File: src/rtl/multicycle_control_fsm.sv
// Sequencing controller for the multi-cycle MIPS-subset CPU.
// Steps the shared datapath through FETCH/DECODE/EXECUTE/MEMORY/WRITEBACK,
// drives per-state control lines and waits on the memory ready handshake.
// Optional retired-instruction counter: define MCCTRL_PERF_EN to add the
// `retired` output and its counter.
module multicycle_control_fsm #(
  parameter logic [2:0] RESET_STATE = 3'd0  // FETCH
) (
  input  logic       clk,
  input  logic       rst_n,
  input  logic       run,
  input  logic [5:0] opcode,
  input  logic [5:0] funct,
  input  logic       zero,
  input  logic       mem_ready,
  output logic       mem_rd,
  output logic       mem_wr,
  output logic       ir_wr,
  output logic       pc_wr,
  output logic [1:0] pc_src,
  output logic       reg_wr,
  output logic [1:0] reg_dst,
  output logic [1:0] mem_to_reg,
  output logic [1:0] alu_src,
  output logic [2:0] alu_cntrl,
  output logic       illegal,
  output logic       busy
`ifdef MCCTRL_PERF_EN
  ,
  output logic [31:0] retired
`endif
);

  typedef enum logic [2:0] {
    FETCH     = 3'd0,
    DECODE    = 3'd1,
    EXECUTE   = 3'd2,
    MEMORY    = 3'd3,
    WRITEBACK = 3'd4
  } state_t;

  typedef enum logic [3:0] {
    I_ILLEGAL, I_ADD, I_ADDU, I_SLT, I_JR,
    I_ADDI, I_ADDIU, I_BEQ, I_BNE, I_LW, I_SW, I_J, I_JAL
  } instr_t;

  localparam logic [5:0] OP_RTYPE = 6'b000000;
  localparam logic [5:0] OP_J     = 6'b000010;
  localparam logic [5:0] OP_JAL   = 6'b000011;
  localparam logic [5:0] OP_BEQ   = 6'b000100;
  localparam logic [5:0] OP_BNE   = 6'b000101;
  localparam logic [5:0] OP_ADDI  = 6'b001000;
  localparam logic [5:0] OP_ADDIU = 6'b001001;
  localparam logic [5:0] OP_LW    = 6'b100011;
  localparam logic [5:0] OP_SW    = 6'b101011;

  localparam logic [5:0] FN_ADD   = 6'b100000;
  localparam logic [5:0] FN_ADDU  = 6'b100001;
  localparam logic [5:0] FN_SLT   = 6'b101010;
  localparam logic [5:0] FN_JR    = 6'b001000;

  localparam logic [2:0] ALU_ADD  = 3'd0;
  localparam logic [2:0] ALU_SUB  = 3'd1;
  localparam logic [2:0] ALU_SLT  = 3'd3;

  // Map an opcode/funct pair onto the supported instruction set.
  function automatic instr_t classify(input logic [5:0] op, input logic [5:0] fn);
    instr_t kind;
    kind = I_ILLEGAL;
    case (op)
      OP_RTYPE: begin
        case (fn)
          FN_ADD:  kind = I_ADD;
          FN_ADDU: kind = I_ADDU;
          FN_SLT:  kind = I_SLT;
          FN_JR:   kind = I_JR;
          default: kind = I_ILLEGAL;
        endcase
      end
      OP_J:     kind = I_J;
      OP_JAL:   kind = I_JAL;
      OP_BEQ:   kind = I_BEQ;
      OP_BNE:   kind = I_BNE;
      OP_ADDI:  kind = I_ADDI;
      OP_ADDIU: kind = I_ADDIU;
      OP_LW:    kind = I_LW;
      OP_SW:    kind = I_SW;
      default:  kind = I_ILLEGAL;
    endcase
    return kind;
  endfunction

  state_t     state;
  state_t     next_state;
  logic [5:0] op_q;
  logic [5:0] funct_q;
  instr_t     dec_instr;  // from the live IR fields, used while in DECODE
  instr_t     cur_instr;  // from the fields latched at the end of DECODE

  assign dec_instr = classify(opcode, funct);
  assign cur_instr = classify(op_q, funct_q);

  // State register.
  // NOTE: sequential state uses non-blocking (<=) so every flop samples
  // pre-edge values; blocking here would create simulation order races.
  always_ff @(posedge clk or negedge rst_n) begin
    if (!rst_n) state <= state_t'(RESET_STATE);
    else        state <= next_state;
  end

  // Capture the instruction fields while DECODE examines them.
  always_ff @(posedge clk or negedge rst_n) begin
    if (!rst_n) begin
      op_q    <= '0;
      funct_q <= '0;
    end else if (state == DECODE) begin
      op_q    <= opcode;
      funct_q <= funct;
    end
  end

  // Next-state selection.
  // NOTE: every combinational output gets a default before the case, so no
  // path leaves a variable unassigned and no latch is inferred.
  always_comb begin
    next_state = state;
    case (state)
      FETCH: begin
        if (run && mem_ready) next_state = DECODE;
      end
      DECODE: begin
        case (dec_instr)
          I_J, I_JAL, I_JR, I_ILLEGAL: next_state = FETCH;
          default:                     next_state = EXECUTE;
        endcase
      end
      EXECUTE: begin
        case (cur_instr)
          I_ADD, I_ADDU, I_SLT, I_ADDI, I_ADDIU: next_state = WRITEBACK;
          I_LW, I_SW:                            next_state = MEMORY;
          default:                               next_state = FETCH;
        endcase
      end
      MEMORY: begin
        if (cur_instr != I_LW && cur_instr != I_SW) next_state = FETCH;
        else if (mem_ready) next_state = (cur_instr == I_LW) ? WRITEBACK : FETCH;
      end
      WRITEBACK: next_state = FETCH;
      default:   next_state = FETCH;
    endcase
  end

  // Per-state control decode; everything is forced low while reset is held
  // so a high `run` cannot raise a request during reset.
  always_comb begin
    mem_rd     = 1'b0;
    mem_wr     = 1'b0;
    ir_wr      = 1'b0;
    pc_wr      = 1'b0;
    pc_src     = 2'd0;
    reg_wr     = 1'b0;
    reg_dst    = 2'd0;
    mem_to_reg = 2'd0;
    alu_src    = 2'd0;
    alu_cntrl  = ALU_ADD;
    illegal    = 1'b0;
    busy       = 1'b0;
    if (rst_n) begin
      case (state)
        FETCH: begin
          if (run) begin
            mem_rd = 1'b1;
            busy   = 1'b1;
            if (mem_ready) begin
              ir_wr  = 1'b1;
              pc_wr  = 1'b1;
              pc_src = 2'd0;
            end
          end
        end
        DECODE: begin
          busy = 1'b1;
          case (dec_instr)
            I_J: begin
              pc_wr  = 1'b1;
              pc_src = 2'd2;
            end
            I_JAL: begin
              pc_wr      = 1'b1;
              pc_src     = 2'd2;
              reg_wr     = 1'b1;
              reg_dst    = 2'd2;
              mem_to_reg = 2'd2;
            end
            I_JR: begin
              pc_wr  = 1'b1;
              pc_src = 2'd3;
            end
            I_ILLEGAL: illegal = 1'b1;
            default: ;
          endcase
        end
        EXECUTE: begin
          busy = 1'b1;
          case (cur_instr)
            I_ADD, I_ADDU: alu_cntrl = ALU_ADD;
            I_SLT:         alu_cntrl = ALU_SLT;
            I_ADDI, I_ADDIU, I_LW, I_SW: begin
              alu_src   = 2'd1;
              alu_cntrl = ALU_ADD;
            end
            I_BEQ: begin
              alu_cntrl = ALU_SUB;
              pc_src    = 2'd1;
              pc_wr     = zero;
            end
            I_BNE: begin
              alu_cntrl = ALU_SUB;
              pc_src    = 2'd1;
              pc_wr     = ~zero;
            end
            default: ;
          endcase
        end
        MEMORY: begin
          busy   = 1'b1;
          mem_rd = (cur_instr == I_LW);
          mem_wr = (cur_instr == I_SW);
        end
        WRITEBACK: begin
          busy   = 1'b1;
          reg_wr = 1'b1;
          case (cur_instr)
            I_ADD, I_ADDU, I_SLT: reg_dst = 2'd1;
            I_LW:                 mem_to_reg = 2'd1;
            default: ;
          endcase
        end
        default: ;
      endcase
    end
  end

`ifdef MCCTRL_PERF_EN
  logic        retire;
  logic [31:0] retired_q;

  // Flag the final cycle of every legal instruction.
  always_comb begin
    retire = 1'b0;
    case (state)
      DECODE:    retire = (dec_instr == I_J) || (dec_instr == I_JAL) || (dec_instr == I_JR);
      EXECUTE:   retire = (cur_instr == I_BEQ) || (cur_instr == I_BNE);
      MEMORY:    retire = (cur_instr == I_SW) && mem_ready;
      WRITEBACK: retire = 1'b1;
      default:   retire = 1'b0;
    endcase
  end

  // Retired-instruction counter; wraps naturally at 2^32.
  always_ff @(posedge clk or negedge rst_n) begin
    if (!rst_n)      retired_q <= '0;
    else if (retire) retired_q <= retired_q + 32'd1;
  end

  assign retired = retired_q;
`endif

endmodule

File: config.mk
export PLATFORM = sky130hd
export DESIGN_NAME = multicycle_control_fsm
export DESIGN_NICKNAME = d
export VERILOG_FILES = /design/src/rtl/multicycle_control_fsm.sv
export SDC_FILE = /design/constraint.sdc
export NUM_CORES = 1
export LEC_CHECK = 0
export ABC_AREA = 1
export CORE_MARGIN = 2
export CORE_UTILIZATION = 35
export CTS_CLUSTER_DIAMETER = 150
export DETAILED_ROUTE_END_ITERATION = 6
export PLACE_DENSITY = 0.64
export SETUP_SLACK_MARGIN = 0.1
export SLEW_MARGIN = 25
export SYNTH_ARGS = -nofsm -noshare
export SYNTH_HDL_FRONTEND = slang
export SYNTH_SLANG_ARGS = --single-unit
File: constraint.sdc
create_clock -name clk -period 2.99 [get_ports clk]
set_clock_uncertainty 0.2 [all_clocks]
set_input_delay 0.299 -clock clk [delete_from_list [all_inputs] [get_ports clk]]
set_output_delay 0.299 -clock clk [all_outputs]
set_load 0.01 [all_outputs]
==> results.sh <==
export IMPL_status="finished clean"
export IMPL_die_h_um=65.9
export IMPL_synth_seq_cells=15
export IMPL_io_pins=35
export IMPL_drv_cap=0
export IMPL_power_leakage_nw=0.885
export IMPL_first_pass_iters=4
export IMPL_core_um2=3660
export IMPL_worst_ep_arrival_time_ns=2.34
export IMPL_rows=22
export IMPL_diodes=0
export IMPL_vias=1445
export IMPL_grt_pass1_wl_mm=5.78
export IMPL_crit_buf_inv=2
export IMPL_cts_tree="done"
export IMPL_drtIter0Drc=64
export IMPL_hold_path_class="in -> async"
export IMPL_fp_dieW_um=65.9
export IMPL_worst_r2r_endpoint="state[2]"
export IMPL_area_growth_syn_to_layout_pct=33.2
export IMPL_hold_viol=0
export IMPL_numCtsBuffers=3
export IMPL_numPortBuffers=32
export IMPL_gp_congestion=0.978
export IMPL_cts_root_buffer="clkbuf_8"
export IMPL_maxSlewViolCount=0
export IMPL_clock_latency_ns=0.24
export IMPL_required_ns=2.49
export IMPL_finalSetupViolCount=0
export IMPL_crit_fanout=4
export IMPL_hold_buffers=0
export IMPL_avgRoutedWirePerCell_um=10.8
export IMPL_cp_top_family="buffers and inverters"
export IMPL_antenna_found_initial=0
export IMPL_netlist_instances=222
export IMPL_die_area_um2=4340
export IMPL_period_needed_ns=2.84
export IMPL_initial_core_util_pct=36.6
export IMPL_htreeDepth=1
export IMPL_fmax_ghz=0.353
export IMPL_synth_area_um2=1340
export IMPL_reg2reg_from="op_q[2]"
export IMPL_cp_slowest_cell="clkdlybuf4s50_1"
export IMPL_period_share_pct=94.8
export IMPL_worstPathCellList="clkdlybuf4s50_1 > nor2_2 > nand2_1 > nor2_2 > a31oi_1 > or2_1 > a31oi_1 > clkdlybuf4s50_1"
export IMPL_routed_via_density=4.71
export IMPL_ff2ff_path_depth=10
export IMPL_drive_gt1_share_pct=11.6
export IMPL_worstSetupStartpointType="input port"
export IMPL_cts_clk_slew_worst_paths_ns=0.06
export IMPL_cts_buffer_depth=2
export IMPL_power_total_mw=1.26
export IMPL_nets=277
export IMPL_drc=0
export IMPL_yosysSeqAreaShare_pct=28.0
export IMPL_grt_overflow_total=0
export IMPL_slowest_delay_ns=0.56
export IMPL_synth_area_leaders="dfrtp_1 (28%), nand2_1 (15%), nor2_1 (11%), inv_1 (9.0%), nand3_1 (6.7%)"
export IMPL_grt_use_total_pct=17.0
export IMPL_fillers=382
export IMPL_yosysTopAreaCellShare_pct=28.0
export IMPL_wl_mm=3.31
export IMPL_rrSetupSlack_ns=1.29
export IMPL_clock_sinks=15
export IMPL_ys_types=28
export IMPL_ir_drop_mv=0.251
export IMPL_antenna_left=0
export IMPL_syn_avg_cell_area_um2=6.04
export IMPL_rsz0062_at_grt="yes"
export IMPL_setup_tns_ns=0
export IMPL_ys_warn_count=0
export IMPL_endpoint_kind="primary output"
export IMPL_yosysTopAreaCell="dfrtp_1"
export IMPL_hpwl_mm=2.75
export IMPL_path_class="in -> out"
export IMPL_power_density_nw_per_um2=706
export IMPL_grt_max_degree=16
export IMPL_grt_pass1_vias=1367
[layer usage]
metal	wire [um]	GRT usage, %	vias to the layer above
li1	-	-	779
met1	1690	23.0	615
met2	1410	27.3	45
met3	133	2.04	6
met4	68	7.29	0
met5	0	0	-
[how the worst max path moves through the flow]
| stage | slack [ns] | cells past startpoint | endpoint | start |
|---|---|---|---|---|
| 3_5_place_dp | 0.18 | 8 | pc_wr | opcode[4] |
| 3_3_place_gp | 0.24 | 8 | pc_wr | opcode[4] |
| 2_1_floorplan | 1.25 | 4 | pc_wr | state[2] |
| 6_report | 0.15 | 8 | pc_wr | opcode[5] |
| 4_1_cts | 0.19 | 8 | pc_wr | opcode[4] |
| 5_1_grt | 0.08 | 8 | pc_wr | opcode[5] |
[cells in the final DEF, fill, tap and decap left out, types with 2 or more instances in the layout]
master            n
nand2_2           2
a21oi_1           3
dfrtp_1          15
inv_1            32
clkbuf_8          3
nand3_1          18
nor2_2            7
inv_2             2
nor2_1           40
o21ai_2           2
clkdlybuf4s50_1  31
nand2_1          52
nor2_4            2
nand4_1           7
o21ai_0          18
conb_1            2
nand3_2           3
buf_4             5
a31oi_1           2
nor3_1            2
[layout make-up]
| type | count | area, um^2 | share of cell area, % |
|---|---|---|---|
| clock buffer | 3 | 41.3 | 2.31 |
| sequential | 15 | 375 | 21.0 |
| inverter | 34 | 128 | 7.15 |
| multi-input combinational | 169 | 813 | 45.6 |
| timing repair buffer | 37 | 360 | 20.2 |
| clock inverter | 1 | 7.51 | 0.420 |
| tap | 48 | 60.1 | 3.36 |
[kinds of logic (layout without fill, tap and decap cells)]
kind of cell	after synthesis	after routing	synth area share, %
other	1	2	0.280
buffers and inverters	39	75	11.8
AND/OR/NAND/NOR	138	138	47.2
AO/OA/AOI/OAI	29	29	12.7
flip-flops	15	15	28.0
[report_power, final]
part           internal (mW)  switching (mW)  leakage (nW)
registers              0.303          0.0959         0.186
clock network         0.0934          0.0689        0.0217
logic                  0.260           0.440         0.677
[synthesized netlist by cell type, drive strengths merged]
cell type,n
nand2,54
nor2,49
inv,34
nand3,21
o21ai,20
dfrtp,15
nand4,7
a21oi,4
buf,3
nor3,3
a21boi,2
a31oi,2
clkbuf,2
and2,1
conb,1
nand3b,1
nor3b,1
o211ai,1
or2,1
[what timing repair did]
item	in CTS	in global routing
setup buffers	0	1
endpoints found under the hold margin	0	0
setup endpoints to repair	0	1
gates resized for setup	0	2
[metrics by stage]
| step | hold WS (ns) | instance area (um^2) | util (%) | setup WS, ns | cells |
|---|---|---|---|---|---|
| floorplan | -0.197 | 1340 | - | 1.25 | 223 |
| global placement | 0.299 | 1720 | 47.1 | 0.240 | 302 |
| detailed placement | 0.309 | 1720 | 47.1 | 0.179 | 302 |
| CTS | 0.247 | 1770 | 48.4 | 0.189 | 306 |
| global route | 0.277 | 1790 | 48.8 | 0.0763 | 307 |
| finish | 0.234 | 1790 | 48.8 | 0.155 | 307 |
[registers in the layout, indices dropped and copies added (netlist names)]
| register | cells |
|---|---|
| funct_q | 6 |
| state | 3 |
| op_q | 6 |
No activity file was read; power rests on OpenSTA's default activity.
